`src/rtl/hex_display_pkg.sv`:
```
// Shared types and constants for the multiplexed seven-segment scanner.
// Glyphs are active-high gfedcba; bit 7 of a catode word is the decimal point.
package hex_display_pkg;

    typedef enum logic [1:0] {
        ST_OFF   = 2'd0,
        ST_GUARD = 2'd1,
        ST_DRIVE = 2'd2
    } scan_state_t;

    localparam logic [7:0] SEG_BLANK = 8'h00;

    // Entry 15 is listed first so that HEX_GLYPH[n] is the glyph for nibble n.
    localparam logic [15:0][6:0] HEX_GLYPH = {
        7'h71, 7'h79, 7'h5E, 7'h39, 7'h7C, 7'h77, 7'h6F, 7'h7F,
        7'h07, 7'h7D, 7'h6D, 7'h66, 7'h4F, 7'h5B, 7'h06, 7'h3F
    };

endpackage

```
`src/rtl/seg7_decode.sv`:
```
// Combinational nibble-to-segment decoder with decimal point and dark override.
module seg7_decode
    import hex_display_pkg::*;
(
    input  logic [3:0] nibble,
    input  logic       dp,
    input  logic       dark,
    output logic [7:0] catode
);

    always_comb begin
        catode = {dp, dark ? 7'b000_0000 : HEX_GLYPH[nibble]};
    end

endmodule

```
`src/rtl/hex_display_scan.sv`:
```
// Multiplexed common-anode seven-segment scanner with frame-synchronous data
// latching, leading-zero suppression, per-digit dp/blank and guard interval.
module hex_display_scan
    import hex_display_pkg::*;
#(
    parameter int N_DIGITS     = 4,
    parameter int DIV_COUNT    = 3,
    parameter int GUARD_CYCLES = 1
) (
    input  logic                    clk,
    input  logic                    reset,
    input  logic                    enable,
    input  logic [4*N_DIGITS-1:0]   data,
    input  logic [N_DIGITS-1:0]     dp,
    input  logic [N_DIGITS-1:0]     blank,
    input  logic                    lz_en,
    input  logic                    data_valid,
    output logic [N_DIGITS-1:0]     anode,
    output logic [7:0]              catode,
    output logic                    frame_done
);

    localparam int CNT_W = $clog2(DIV_COUNT);
    localparam int IDX_W = (N_DIGITS > 1) ? $clog2(N_DIGITS) : 1;
    localparam logic [CNT_W-1:0] CNT_MAX   = CNT_W'(DIV_COUNT - 1);
    localparam logic [CNT_W-1:0] GUARD_LIM = CNT_W'(GUARD_CYCLES);
    localparam logic [IDX_W-1:0] IDX_MAX   = IDX_W'(N_DIGITS - 1);

    scan_state_t                state;
    scan_state_t                nxt_state;
    logic [CNT_W-1:0]           cnt;
    logic [CNT_W-1:0]           nxt_cnt;
    logic [IDX_W-1:0]           idx;
    logic [IDX_W-1:0]           nxt_idx;
    logic                       tick;
    logic                       wrap;

    logic [4*N_DIGITS-1:0]      shadow_data;
    logic [N_DIGITS-1:0]        shadow_dp;
    logic [N_DIGITS-1:0]        shadow_blank;
    logic [4*N_DIGITS-1:0]      pend_data;
    logic [N_DIGITS-1:0]        pend_dp;
    logic [N_DIGITS-1:0]        pend_blank;
    logic                       pend_valid;

    logic [4*N_DIGITS-1:0]      view_data;
    logic [N_DIGITS-1:0]        view_dp;
    logic [N_DIGITS-1:0]        view_blank;
    logic [N_DIGITS-1:0]        lz_mask;
    logic [N_DIGITS-1:0]        nxt_anode;
    logic [3:0]                 sel_nib;
    logic                       sel_dp;
    logic                       sel_dark;
    logic [7:0]                 seg;

    always_comb begin
        tick      = (cnt == CNT_MAX) && enable;
        wrap      = 1'b0;
        nxt_cnt   = '0;
        nxt_idx   = '0;
        nxt_state = ST_OFF;
        if (enable) begin
            if (state == ST_OFF) begin
                nxt_state = (GUARD_CYCLES > 0) ? ST_GUARD : ST_DRIVE;
            end else begin
                nxt_cnt = tick ? '0 : cnt + 1'b1;
                nxt_idx = idx;
                if (tick) begin
                    if (idx == IDX_MAX) begin
                        nxt_idx = '0;
                        wrap    = 1'b1;
                    end else begin
                        nxt_idx = idx + 1'b1;
                    end
                end
                nxt_state = (nxt_cnt < GUARD_LIM) ? ST_GUARD : ST_DRIVE;
            end
        end
    end

    // Outputs are decoded from next-cycle state, so on a wrap the first digit
    // of the new frame must already see the incoming shadow contents.
    always_comb begin
        if (wrap && pend_valid) begin
            view_data  = pend_data;
            view_dp    = pend_dp;
            view_blank = pend_blank;
        end else begin
            view_data  = shadow_data;
            view_dp    = shadow_dp;
            view_blank = shadow_blank;
        end
    end

    // Digit 0 is excluded from the scan so a zero value still shows "0".
    always_comb begin
        logic all_zero;
        int unsigned pos;
        lz_mask  = '0;
        all_zero = 1'b1;
        pos      = 0;
        for (int unsigned k = 0; k < N_DIGITS - 1; k++) begin
            pos         = N_DIGITS - 1 - k;
            all_zero    = all_zero & (view_data[4*pos +: 4] == 4'h0);
            lz_mask[pos] = lz_en & all_zero;
        end
    end

    always_comb begin
        sel_nib   = 4'h0;
        sel_dp    = 1'b0;
        sel_dark  = 1'b0;
        nxt_anode = '0;
        for (int unsigned i = 0; i < N_DIGITS; i++) begin
            if (nxt_idx == IDX_W'(i)) begin
                sel_nib      = view_data[4*i +: 4];
                sel_dp       = view_dp[i] & ~view_blank[i];
                sel_dark     = view_blank[i] | lz_mask[i];
                nxt_anode[i] = 1'b1;
            end
        end
    end

    seg7_decode u_decode (
        .nibble (sel_nib),
        .dp     (sel_dp),
        .dark   (sel_dark),
        .catode (seg)
    );

    always_ff @(posedge clk) begin
        if (reset) begin
            state        <= ST_GUARD;
            cnt          <= '0;
            idx          <= '0;
            anode        <= '0;
            catode       <= SEG_BLANK;
            frame_done   <= 1'b0;
            shadow_data  <= '0;
            shadow_dp    <= '0;
            shadow_blank <= '0;
            pend_data    <= '0;
            pend_dp      <= '0;
            pend_blank   <= '0;
            pend_valid   <= 1'b0;
        end else begin
            state      <= nxt_state;
            cnt        <= nxt_cnt;
            idx        <= nxt_idx;
            frame_done <= wrap;
            if (nxt_state == ST_DRIVE) begin
                anode  <= nxt_anode;
                catode <= seg;
            end else begin
                anode  <= '0;
                catode <= SEG_BLANK;
            end
            if (data_valid) begin
                pend_data  <= data;
                pend_dp    <= dp;
                pend_blank <= blank;
            end
            // A write landing on the wrap edge stays pending for the next frame.
            if (wrap && pend_valid) begin
                shadow_data  <= pend_data;
                shadow_dp    <= pend_dp;
                shadow_blank <= pend_blank;
                pend_valid   <= data_valid;
            end else if (data_valid) begin
                pend_valid <= 1'b1;
            end
        end
    end

endmodule

```
`config.mk`:
```
export PLATFORM = sky130hd
export DESIGN_NAME = hex_display_scan
export DESIGN_NICKNAME = d
export VERILOG_FILES = /design/src/rtl/hex_display_pkg.sv /design/src/rtl/seg7_decode.sv /design/src/rtl/hex_display_scan.sv
export SDC_FILE = /design/constraint.sdc
export NUM_CORES = 1
export LEC_CHECK = 0
export CAP_MARGIN = 20
export CORE_UTILIZATION = 42
export CTS_CLUSTER_DIAMETER = 200
export CTS_CLUSTER_SIZE = 14
export DETAILED_ROUTE_END_ITERATION = 12
export GPL_TIMING_DRIVEN = 0
export PLACE_DENSITY = 0.77
export SLEW_MARGIN = 0
export SYNTH_ARGS = -nofsm -noshare
export SYNTH_HDL_FRONTEND = slang
export SYNTH_SLANG_ARGS = --single-unit
export TNS_END_PERCENT = 5
```
`constraint.sdc`:
```
create_clock -name clk -period 2.8 [get_ports clk]
set_input_delay 0.56 -clock clk [delete_from_list [all_inputs] [get_ports clk]]
set_output_delay 0.56 -clock clk [all_outputs]
set_load 0.01 [all_outputs]
```
Word-level counts from Yosys, hierarchy flattened:

Memory sizes are Yosys's and may differ from the RTL's. A register that Yosys moved wholly into a read port is not among the register bits.
Index checks and enable logic that the tools add are counted.

* bits of input ports: 29
* memories kept: 1
* flip-flop bits (word level): 61
* output and inout bits: 13
* logic and storage cells: 85
* ROM bits: 112

Memories
* (no name shown): depth 16, bits a word 7, rd ports 1, clocked after Yosys merged registers in 1, write ports 0, RTL line seg7_decode.sv:12 `catode = {dp, dark ? 7'b000_0000 : HEX_GLYPH[nibble]};`

* magnitude comparators: 1
* add/subtract/negate cells: 2
* eq/ne operators: 6
* mux-type cells: 33
* bitwise logic cells: 18
* reduce and logical (&&, ||, !) cells: 11

Operators by type and width (count)
* 4-bit 2-to-1 mux: 6
* 1-bit 2-to-1 mux: 18
* 16-bit 2-to-1 mux: 1
* 2-bit 2-to-1 mux: 8
* 4-bit logical NOT: 3
* 2-bit == test (second input constant): 5
* 1-bit bitwise AND: 9
* 1-bit inverter: 6
* 3-bit OR reduction: 2
* 2-bit by 1-bit adder with 2-bit output (second input constant): 2
* 2-bit logical NOT: 2
* 1-bit OR: 3
* 2-bit by 1-bit == test with 1-bit output (second input constant): 1
* 1-bit logical AND: 2
* 2-bit by 1-bit < comparator with 1-bit output (second input constant): 1
* 2-bit nonzero test: 1
* 2-bit OR reduction: 1

Depth between registers and ports, before layout:

* depth after elaboration: 16
* gate-level depth with buffers: 14
* mapped depth without buffers: 11

By module:

From an unflattened synthesis, not the netlist that was laid out.

* cells, all modules: 309
* area total of the unflattened synthesis: 2962.8 um^2

Modules (own cells, without submodules)
* hex_display_scan: cells each 276, area an instance 2673.8 um^2, times used 1, seq. area each 1361.3 um^2
* seg7_decode: cells each 33, area an instance 289.0 um^2, times used 1, seq. area each 0.0 um^2

Least setup slack after synthesis:

Ideal clock, no wire load.

* path kind: flip-flop to flip-flop
* from: reg idx[0]
* to: reg catode[6]
* path slack: -168 ps
* library setup time: 86 ps
* arrival time: 2882 ps
* stages on the path, launching flop included: 14
* data required time: 2714 ps
* path through: dfxtp_1 ha_1 nand4b_1 or2_1 buf_2 buf_6 buf_6 mux2i_1 a32o_1 nor2_1 inv_1 ha_1 mux2_1 a221oi_2

* word-level cells in the longest chain between the ends: 16

RTL lines
* from (decl): RTL line hex_display_scan.sv:33 `logic [IDX_W-1:0] idx;`
* from (signal assigned): RTL line hex_display_scan.sv:149 `idx <= nxt_idx;`
* 2-bit == test: RTL line hex_display_scan.sv:69 `if (idx == IDX_MAX) begin`
* 1-bit 2-to-1 mux: RTL line hex_display_scan.sv:69
* 1-bit 2-to-1 mux: RTL line hex_display_scan.sv:68 `if (tick) begin`
* 1-bit 2-to-1 mux: RTL line hex_display_scan.sv:63 `if (state == ST_OFF) begin`
* 1-bit 2-to-1 mux: RTL line hex_display_scan.sv:62 `if (enable) begin`
* 1-bit logical AND: RTL line hex_display_scan.sv:84 `if (wrap && pend_valid) begin`
* 16-bit 2-to-1 mux: RTL line hex_display_scan.sv:84
* 4-bit logical NOT: RTL line hex_display_scan.sv:104 `all_zero = all_zero & (view_data[4*pos +: 4] == 4'h0);`
* 1-bit bitwise AND (2 in a row): RTL line hex_display_scan.sv:104
* 1-bit bitwise AND: RTL line hex_display_scan.sv:105 `lz_mask[pos] = lz_en & all_zero;`
* 1-bit OR: RTL line hex_display_scan.sv:118 `sel_dark = view_blank[i] | lz_mask[i];`
* 1-bit 2-to-1 mux (3 in a row): RTL line hex_display_scan.sv:115 `if (nxt_idx == IDX_W'(i)) begin`
* 3-bit OR reduction (no source line)
* to (decl): RTL line hex_display_scan.sv:19 `output logic [7:0] catode,`

Parallel ways exist; a longest one is shown, timed or not.
A chain may end at the register's enable or synchronous reset.

Worst setup path in the final report:

* from: reg idx[1]
* to: reg catode[5]

The elaborated chain is that of the path after synthesis.

==> run_results.csv <==
group,metric,value,unit
worst_setup_path,worstPathCellList,"ha_4 > nand3b_1 > a21boi_4 > nand2b_1 > buf_2 > mux2i_1 > mux2_4 > buf_4 > ha_2 > mux2_1 > a211oi_2",
die,die_y,86.35,um
detailed_routing,drt_iter0_markers,174,
final_layout,post-route-util,0.5709,
worst_setup_path,path_buf_inv,2,
clock_tree,cts-root-buf,"clkbuf_8",
sta,hold_violations,0,
sta,final.setup.tns,0,ns
die,core_region_area,6832,sq um
clock_tree,clock-sinks,68,
worst_setup_path,cp.arrival,2.97,ns
placement,dpl_worst_slack,-0.7180,ns
worst_setup_path,slowest_delay,0.36,ns
detailed_routing,drc,0,
pwr,p_leak,1.555,nW
final_layout,layout_commonest_cell,"dfxtp_1",
clock_tree,clock_path_buffers,2,
synth,yosysWarnings,0,
die,num_io_pins,42,
sta,post-route-period-util,0.9672,
placement,io_buffers,39,
die,fp.dieArea,7455,sq um
sta,finClkSkew,0.006539,ns
final_layout,fill_cells,602,
worst_setup_path,cp_top_family,"multiplexers",
sta,maxSlewViolCount,0,
worst_setup_path,cp-start-kind,"register",
clock_tree,cts_inserted_buffers,9,
detailed_routing,wl_per_cell,14.79,um
final_layout,final_area,3900,sq um
synth,syn_avg_cell_area,9.337,sq um
final_layout,drive_above_1_share,0.1540,
final_layout,syn_to_final_growth,30.53,%
die,start_util,0.4374,
worst_hold_path,whs_path_depth,2,
die,fp-row-count,30,
global_route,grt_pass1_vias,2321,
sta,fin_crit,2.708,ns
placement,placed_area,3510,sq um
clock_tree,holdBufCountCts,0,
die,die_x,86.35,um
synth,ys_types,47,
final_layout,n_antenna_cell,0,
synth,synthArstFlopShare,0,
detailed_routing,wl,7.083,mm
worst_setup_path,critPathSlowestCell,"dfxtp_4",
synth,seq_area_frac_synth,0.4556,
detailed_routing,vias,2505,
run_status,status,"finished, final reports clean",
sta,tightest_slew,0.7976,ns
sta,setup_slack,0.09195,ns
synth,synth_ff_type,"dfxtp_1",
final_layout,num-nets-final,416,
global_route,grtUsageTotal,0.2003,
worst_setup_path,path_max_fanout,9,
synth,ys_ff_latch,68,
pwr,finalPower,1.930,mW
pwr,p_per_area,494.9,nW/um^2
final_layout,mostFrequentLayoutCells,"dfxtp_1, nor2_1, mux2i_1",
placement,gp_congestion,0.8612,
placement,hpwl,4.809,mm
sta,fmax,369.3,MHz
worst_setup_path,path_class,"reg2reg",
detailed_routing,ant_nets,0,
clock_tree,cts_tree,"built",
detailed_routing,viasPerCell,5.230,
synth,synth-edff-count,0,
worst_hold_path,hold_path_class,"reg2reg",
run,cap_violations,0,
synth,synthCells,320,
worst_setup_path,reg2reg_depth,11,
pwr,peakVddDrop,0.3198,mV
global_route,grt-ovfl-total,0,
synth,syn-num-nets,357,
global_route,grt_max_degree,20,
global_route,antenna_found_initial,0,
sta,setup_viol,0,
final_layout,final_cell_count_no_fill,479,
worst_setup_path,cp.depth,11,
clock_tree,clk_pin_slew,0.07,ns
worst_setup_path,critPathRequiredTime,3.07,ns
clock_tree,clk_latency,0.34,ns
detailed_routing,drt_first_pass_iters,4,
worst_setup_path,end_kind,"register",
clock_tree,cts.htree.levels,3,
synth,syn-cell-area,2988,sq um
global_route,grt_first_pass_wirelength,11.36,mm
sta,hold_slack,0.4594,ns
sta,slew_headroom,0.4682,
placement,dpl.cell_count,455,
-- power by group --
part | internal [mW] | switching [mW] | leakage (nW)
Sequential | 0.996 | 0.0236 | 0.557
Combinational | 0.0814 | 0.0686 | 0.900
Clock | 0.413 | 0.347 | 0.0986
Total | 1.49 | 0.440 | 1.56
-- final timing paths --
path | from | to | slack, ns
max | idx[1] | catode[5] | 0.09
min | shadow_dp[2] | shadow_dp[2] | 0.46
max reg2reg | idx[1] | catode[5] | 0.09
min reg2reg | shadow_dp[2] | shadow_dp[2] | 0.46
-- layout make-up --
cell class	count	area, sq um	area share
inverters	7	26.28	0.006737
flip-flops and latches	68	1369	0.3510
plain buffers	17	97.59	0.02502
repair buffers	50	471.7	0.1209
clock inverters	1	5.005	0.001283
well taps	96	120.1	0.03080
clock buffers	14	182.7	0.04684
multi-input cells	226	1628	0.4174
-- sequential cells by signal (all words and copies together) (netlist names), 4 cells and up --
register      cells
anode             4
shadow_blank      4
pend_dp           4
shadow_dp         4
pend_blank        4
catode            8
pend_data        16
shadow_data      16
-- synthesized netlist by cell type (all sizes together) (3+ instances only) --
cell type	instances	area, sq um
nor2	58	220.2
a31oi	4	25.02
nand3b	4	30.03
ha	8	100.1
nand2	28	105.1
mux2i	43	430.4
o21ai	6	30.02
a21oi	14	70.07
o41ai	3	26.28
a22o	3	26.28
a32oi	3	26.28
o21a	3	22.52
a32o	3	30.03
clkbuf	12	45.04
nor3b	5	37.54
nor3	5	30.03
nand2b	6	37.54
mux2	3	33.78
inv	7	26.28
buf	7	50.05
and2	3	18.77
dfxtp	68	1361
-- kinds of logic (layout without fill, tap and decap cells) --
| kind of cell | after synthesis | after routing | synth area share |
|---|---|---|---|
| simple gates | 122 | 122 | 0.1914 |
| flops | 68 | 68 | 0.4556 |
| compound gates | 50 | 50 | 0.1235 |
| mux | 46 | 46 | 0.1554 |
| buf+inv | 26 | 89 | 0.04062 |
| fa+ha+maj | 8 | 8 | 0.03350 |
-- worst min-delay path: stages (launching register included) --
cell     delay [ns]
dfxtp_1        0.31
nand2_1        0.05
a21oi_1        0.05
-- routing by layer --
| layer | vias up | GRT usage | part of all wire |
|---|---|---|---|
| met5 | - | 0 | 0 |
| met4 | 0 | 0.09697 | 0.029 |
| met3 | 18 | 0.06571 | 0.063 |
| met2 | 87 | 0.3167 | 0.47 |
| met1 | 1159 | 0.2461 | 0.43 |
| li1 | 1241 | - | - |
-- timing repair --
| action | CTS | global route |
|---|---|---|
| gates cloned | 0 | 0 |
| pin swaps | 5 | 3 |
| endpoints found under the setup margin | 7 | 7 |
| gates resized for setup | 15 | 20 |
| buffers inserted | 8 | 3 |
Power figures use the tool's default switching activity.
==> edit 1: new RTL, same settings <==
The parameter `DIV_COUNT` goes from 3 to 6.
--- a/src/rtl/hex_display_scan.sv
+++ b/src/rtl/hex_display_scan.sv
@@ -6,3 +6,3 @@
     parameter int N_DIGITS     = 4,
-    parameter int DIV_COUNT    = 3,
+    parameter int DIV_COUNT    = 6,
     parameter int GUARD_CYCLES = 1
Function: changed (Yosys sat finds a counterexample within 4 cycles, from zero or initial values and one cycle with reset high).
==> edit 1 against the unedited design <==
Sequential cell count up 1. Hold slack worse by 0.0036 ns. Final cell count up 18%. Die area up 16%. Area after synthesis up 17%. Cell area up 11%. Via count up 25%. Sequential share of layout area down 2.9 points. Setup slack worse by 0.0058 ns. Wire length up 22%. Power up 4.9%. Critical endpoint is now catode[0]$_SDFF_PP0_. Largest cell class unchanged. Highest routed layer unchanged.
==> edit 1: results (changes against the unedited design) <==
inv_count: 12  # was 7
drt_first_iter_violations: 176  # was 174
buf_share_pct: 12.9  # was 14.6%
reg2reg_from: "cnt[0]$_SDFF_PP0_"  # was idx[1]$_SDFF_PP0_
cts_resized: 11  # was 15
postCtsSetupRepairBufs: 4  # was 8
grt_pass1_wl_um: 14200  # was 11400 um
routed_wl_um: 8640  # was 7080 um
fin_nets: 497  # was 416
grtUsageTotal_pct: 21.2  # was 20.0%
buffers_excl_clock: 68  # was 67
ys_seq_area_share_pct: 39.6  # was 45.6%
cts_sinks: 69  # was 68
multi_input_area_sq_mm: 0.00200  # was 0.00163 sq mm
synth_area_leaders: "dfxtp_1 (40%), mux2i_1 (11%), nor2_1 (5.1%)"  # was dfxtp_1 (46%), mux2i_1 (14%), nor2_1 (7.2%)
place_congestion: 0.921  # was 0.861
dpl_worst_slack_ns: -0.835  # was -0.718 ns
grt_util_met1_pct: 27.7  # was 24.6%
clock_area_share_pct: 4.61  # was 4.81%
grtUsageMet2_pct: 33.7  # was 31.7%
drive_above_1_share_pct: 12.3  # was 15.4%
fin_worst_skew_ns: 0.0122  # was 0.00654 ns
status: "finished, final reports clean"  # unchanged
critical_path.max_fanout: 10  # was 9
drt-pass1-iter-count: 5  # was 4
dpl.cell_count: 545  # was 455
multi_input_cells: 298  # was 226
clk_latency_ns: 0.36  # was 0.34 ns
grt_pass1_vias: 2961  # was 2321
cp_data_arrival_time_ns: 2.96  # was 2.97 ns
hold_depth: 1  # was 2
n_clock_buffer: 10  # was 14
max-slew-margin-rel_pct: 47.0  # was 46.8%
met3WireLength_um: 510  # was 448 um
leakagePower_uw: 0.00174  # was 0.00156 uW
reg2reg_depth: 14  # was 11
edit 1: power by group through the flow:
stage	Clock [uW]	Combinational [uW]	Sequential [uW]
global placement	0	158	1060
global route	887	181	1040
CTS	832	163	1040
finish	822	165	1040
floorplan	0	88.0	1060
detailed placement	0	162	1060
edit 1: logic make-up after synthesis:
kind of cell	Yosys count	synth area share [%]
multiplexers	43	12.8
flip-flops	69	39.6
AO/OA/AOI/OAI	81	15.6
AND/OR/NAND/NOR	159	22.3
buffers and inverters	37	4.85
adder cells (fa/ha/maj)	10	3.59
XOR/XNOR	5	1.26
edit 1: metrics by stage:
stage | hold WS (ns) | TNS (ns) | cell area [sq um] | util [%]
after floorplan | 0.431 | 0 | 3490 | -
after global placement | 0.438 | -3.67 | 4010 | 50.8
after detailed placement | 0.448 | -3.76 | 4010 | 50.8
after CTS | 0.459 | 0 | 4280 | 54.2
after global routing | 0.473 | -0.0168 | 4320 | 54.8
final | 0.456 | 0 | 4320 | 54.8
==> edit 2: new RTL, same settings <==
Made on the original files. Remove the register `frame_done`: a continuous assignment takes its place, so the output `frame_done` follows one clock earlier.
--- a/src/rtl/hex_display_scan.sv
+++ b/src/rtl/hex_display_scan.sv
@@ -137,3 +137,2 @@
             catode       <= SEG_BLANK;
-            frame_done   <= 1'b0;
             shadow_data  <= '0;
@@ -149,3 +148,2 @@
             idx        <= nxt_idx;
-            frame_done <= wrap;
             if (nxt_state == ST_DRIVE) begin
@@ -174,2 +172,4 @@
 
+    assign frame_done = wrap;
+
 endmodule
Function: no difference found for any inputs over 10 cycles, from zero or initial values and one cycle with reset high; that may be too few to reach the edited logic, so the function may still have changed.
==> edit 2 against the unedited design <==
Sequential cell count down 1. Synthesized cell count up 4.4%. Maximum frequency shrank 0.57%. Setup slack worse by 0.016 ns. Area after synthesis is 0.38% higher. Power increased by 1.9%. Cell area shrank 2.1%. Wire length is 2.9% higher. Critical endpoint is now catode[4]$_SDFF_PP0_. Largest cell class unchanged. Largest power group unchanged.
==> edit 2: results (changes against the unedited design) <==
status: "finished, final reports clean"  # unchanged
p_sw_uw: 489  # was 440 uW
viasPerCell: 5.39  # was 5.23
synth_cell_types: 51  # was 47
post-dp-hpwl_um: 5090  # was 4810 um
synth_fa_ha_area_share_pct: 3.34  # was 3.35%
synth_compound_area_share_pct: 15.9  # was 12.4%
grt_start_max_net_pins: 14  # was 20
drive_above_1_share_pct: 12.7  # was 15.4%
dpl.cell_count: 469  # was 455
drt_first_iter_violations: 218  # was 174
max-slew-margin-rel_pct: 51.4  # was 46.8%
cts_resized: 6  # was 15
place_congestion: 0.901  # was 0.861
routed_wl_um: 7290  # was 7080 um
critical_path.max_fanout: 10  # was 9
synth_common_cells: "dfxtp_1 (67), nand2_1 (43), nor2_1 (43)"  # was dfxtp_1 (68), nor2_1 (57), mux2i_1 (43)
leakagePower_uw: 0.00152  # was 0.00156 uW
peakVddDrop_mv: 0.329  # was 0.320 mV
fin_nets: 426  # was 416
power_frac_comb_pct: 7.6  # was 7.8%
synth.area.mux_share_pct: 12.9  # was 15.5%
ys_seq_area_share_pct: 44.7  # was 45.6%
synth_area_leaders: "dfxtp_1 (45%), mux2i_1 (11%), nand2_1 (5.4%)"  # was dfxtp_1 (46%), mux2i_1 (14%), nor2_1 (7.2%)
vias: 2640  # was 2505
crit_family: "compound AO/OA/AOI/OAI gates"  # was multiplexers
cp_slowest_stage_delay_ns: 0.48  # was 0.36 ns
fin_worst_skew_ns: 0.0104  # was 0.00654 ns
postCtsSetupRepairBufs: 3  # was 8
syn_area_per_cell_sq_um: 8.98  # was 9.34 sq um
## edit 2: cell types whose count changed after synthesis, moves of 4 or more
cell and change:
nand2_1 +15, nor2_1 -14, a21oi_1 +9, mux2i_1 -9, nand3_1 +4, o21ai_0 +4
## edit 2: logic make-up (layout without fill, tap and decap cells)
group | after synthesis | in the layout
and+or+nand+nor | 125 | 125
AOI/OAI and AO/OA | 69 | 69
DFF | 67 | 67
muxes | 37 | 37
buffers and inverters | 28 | 88
adders and majority gates | 8 | 8
## edit 2: path summary, 6_finish.rpt
kind / from / endpoint / slack, ns / depth (start not counted)
max: idx[0]$_SDFF_PP0_ / catode[4]$_SDFF_PP0_ / 0.08 / 9
min: shadow_dp[2]$_SDFF_PP0_ / shadow_dp[2]$_SDFF_PP0_ / 0.45 / 2
max reg2reg: idx[0]$_SDFF_PP0_ / catode[4]$_SDFF_PP0_ / 0.08 / 9
min reg2reg: shadow_dp[2]$_SDFF_PP0_ / shadow_dp[2]$_SDFF_PP0_ / 0.45 / 2
## edit 2: routing by layer
| layer | global-route usage [%] | part of all wire (%) | routed length, um |
|---|---|---|---|
| met1 | 27.0 | 43 | 3150 |
| met3 | 4.38 | 6.2 | 450 |
| met2 | 35.4 | 48 | 3510 |
| met5 | 0 | 0 | 0 |
| met4 | 11.2 | 2.4 | 176 |
## edit 2: power groups by stage
stage	Sequential [uW]	Combinational [uW]	Clock (uW)
finish	1010	149	812
global route	1010	164	870
CTS	1010	146	826
detailed placement	1030	143	0
global placement	1020	140	0
floorplan	1020	71.7	0
## edit 2: cell type report
class | instances | area [sq um]
multi-input combinational | 239 | 1600
inverter | 9 | 33.8
sequential | 67 | 1350
fill | 620 | 3010
timing repair buffer | 44 | 427
clock buffer | 9 | 124
tap | 96 | 120
clock inverter | 7 | 75.1
buffer | 19 | 90.1
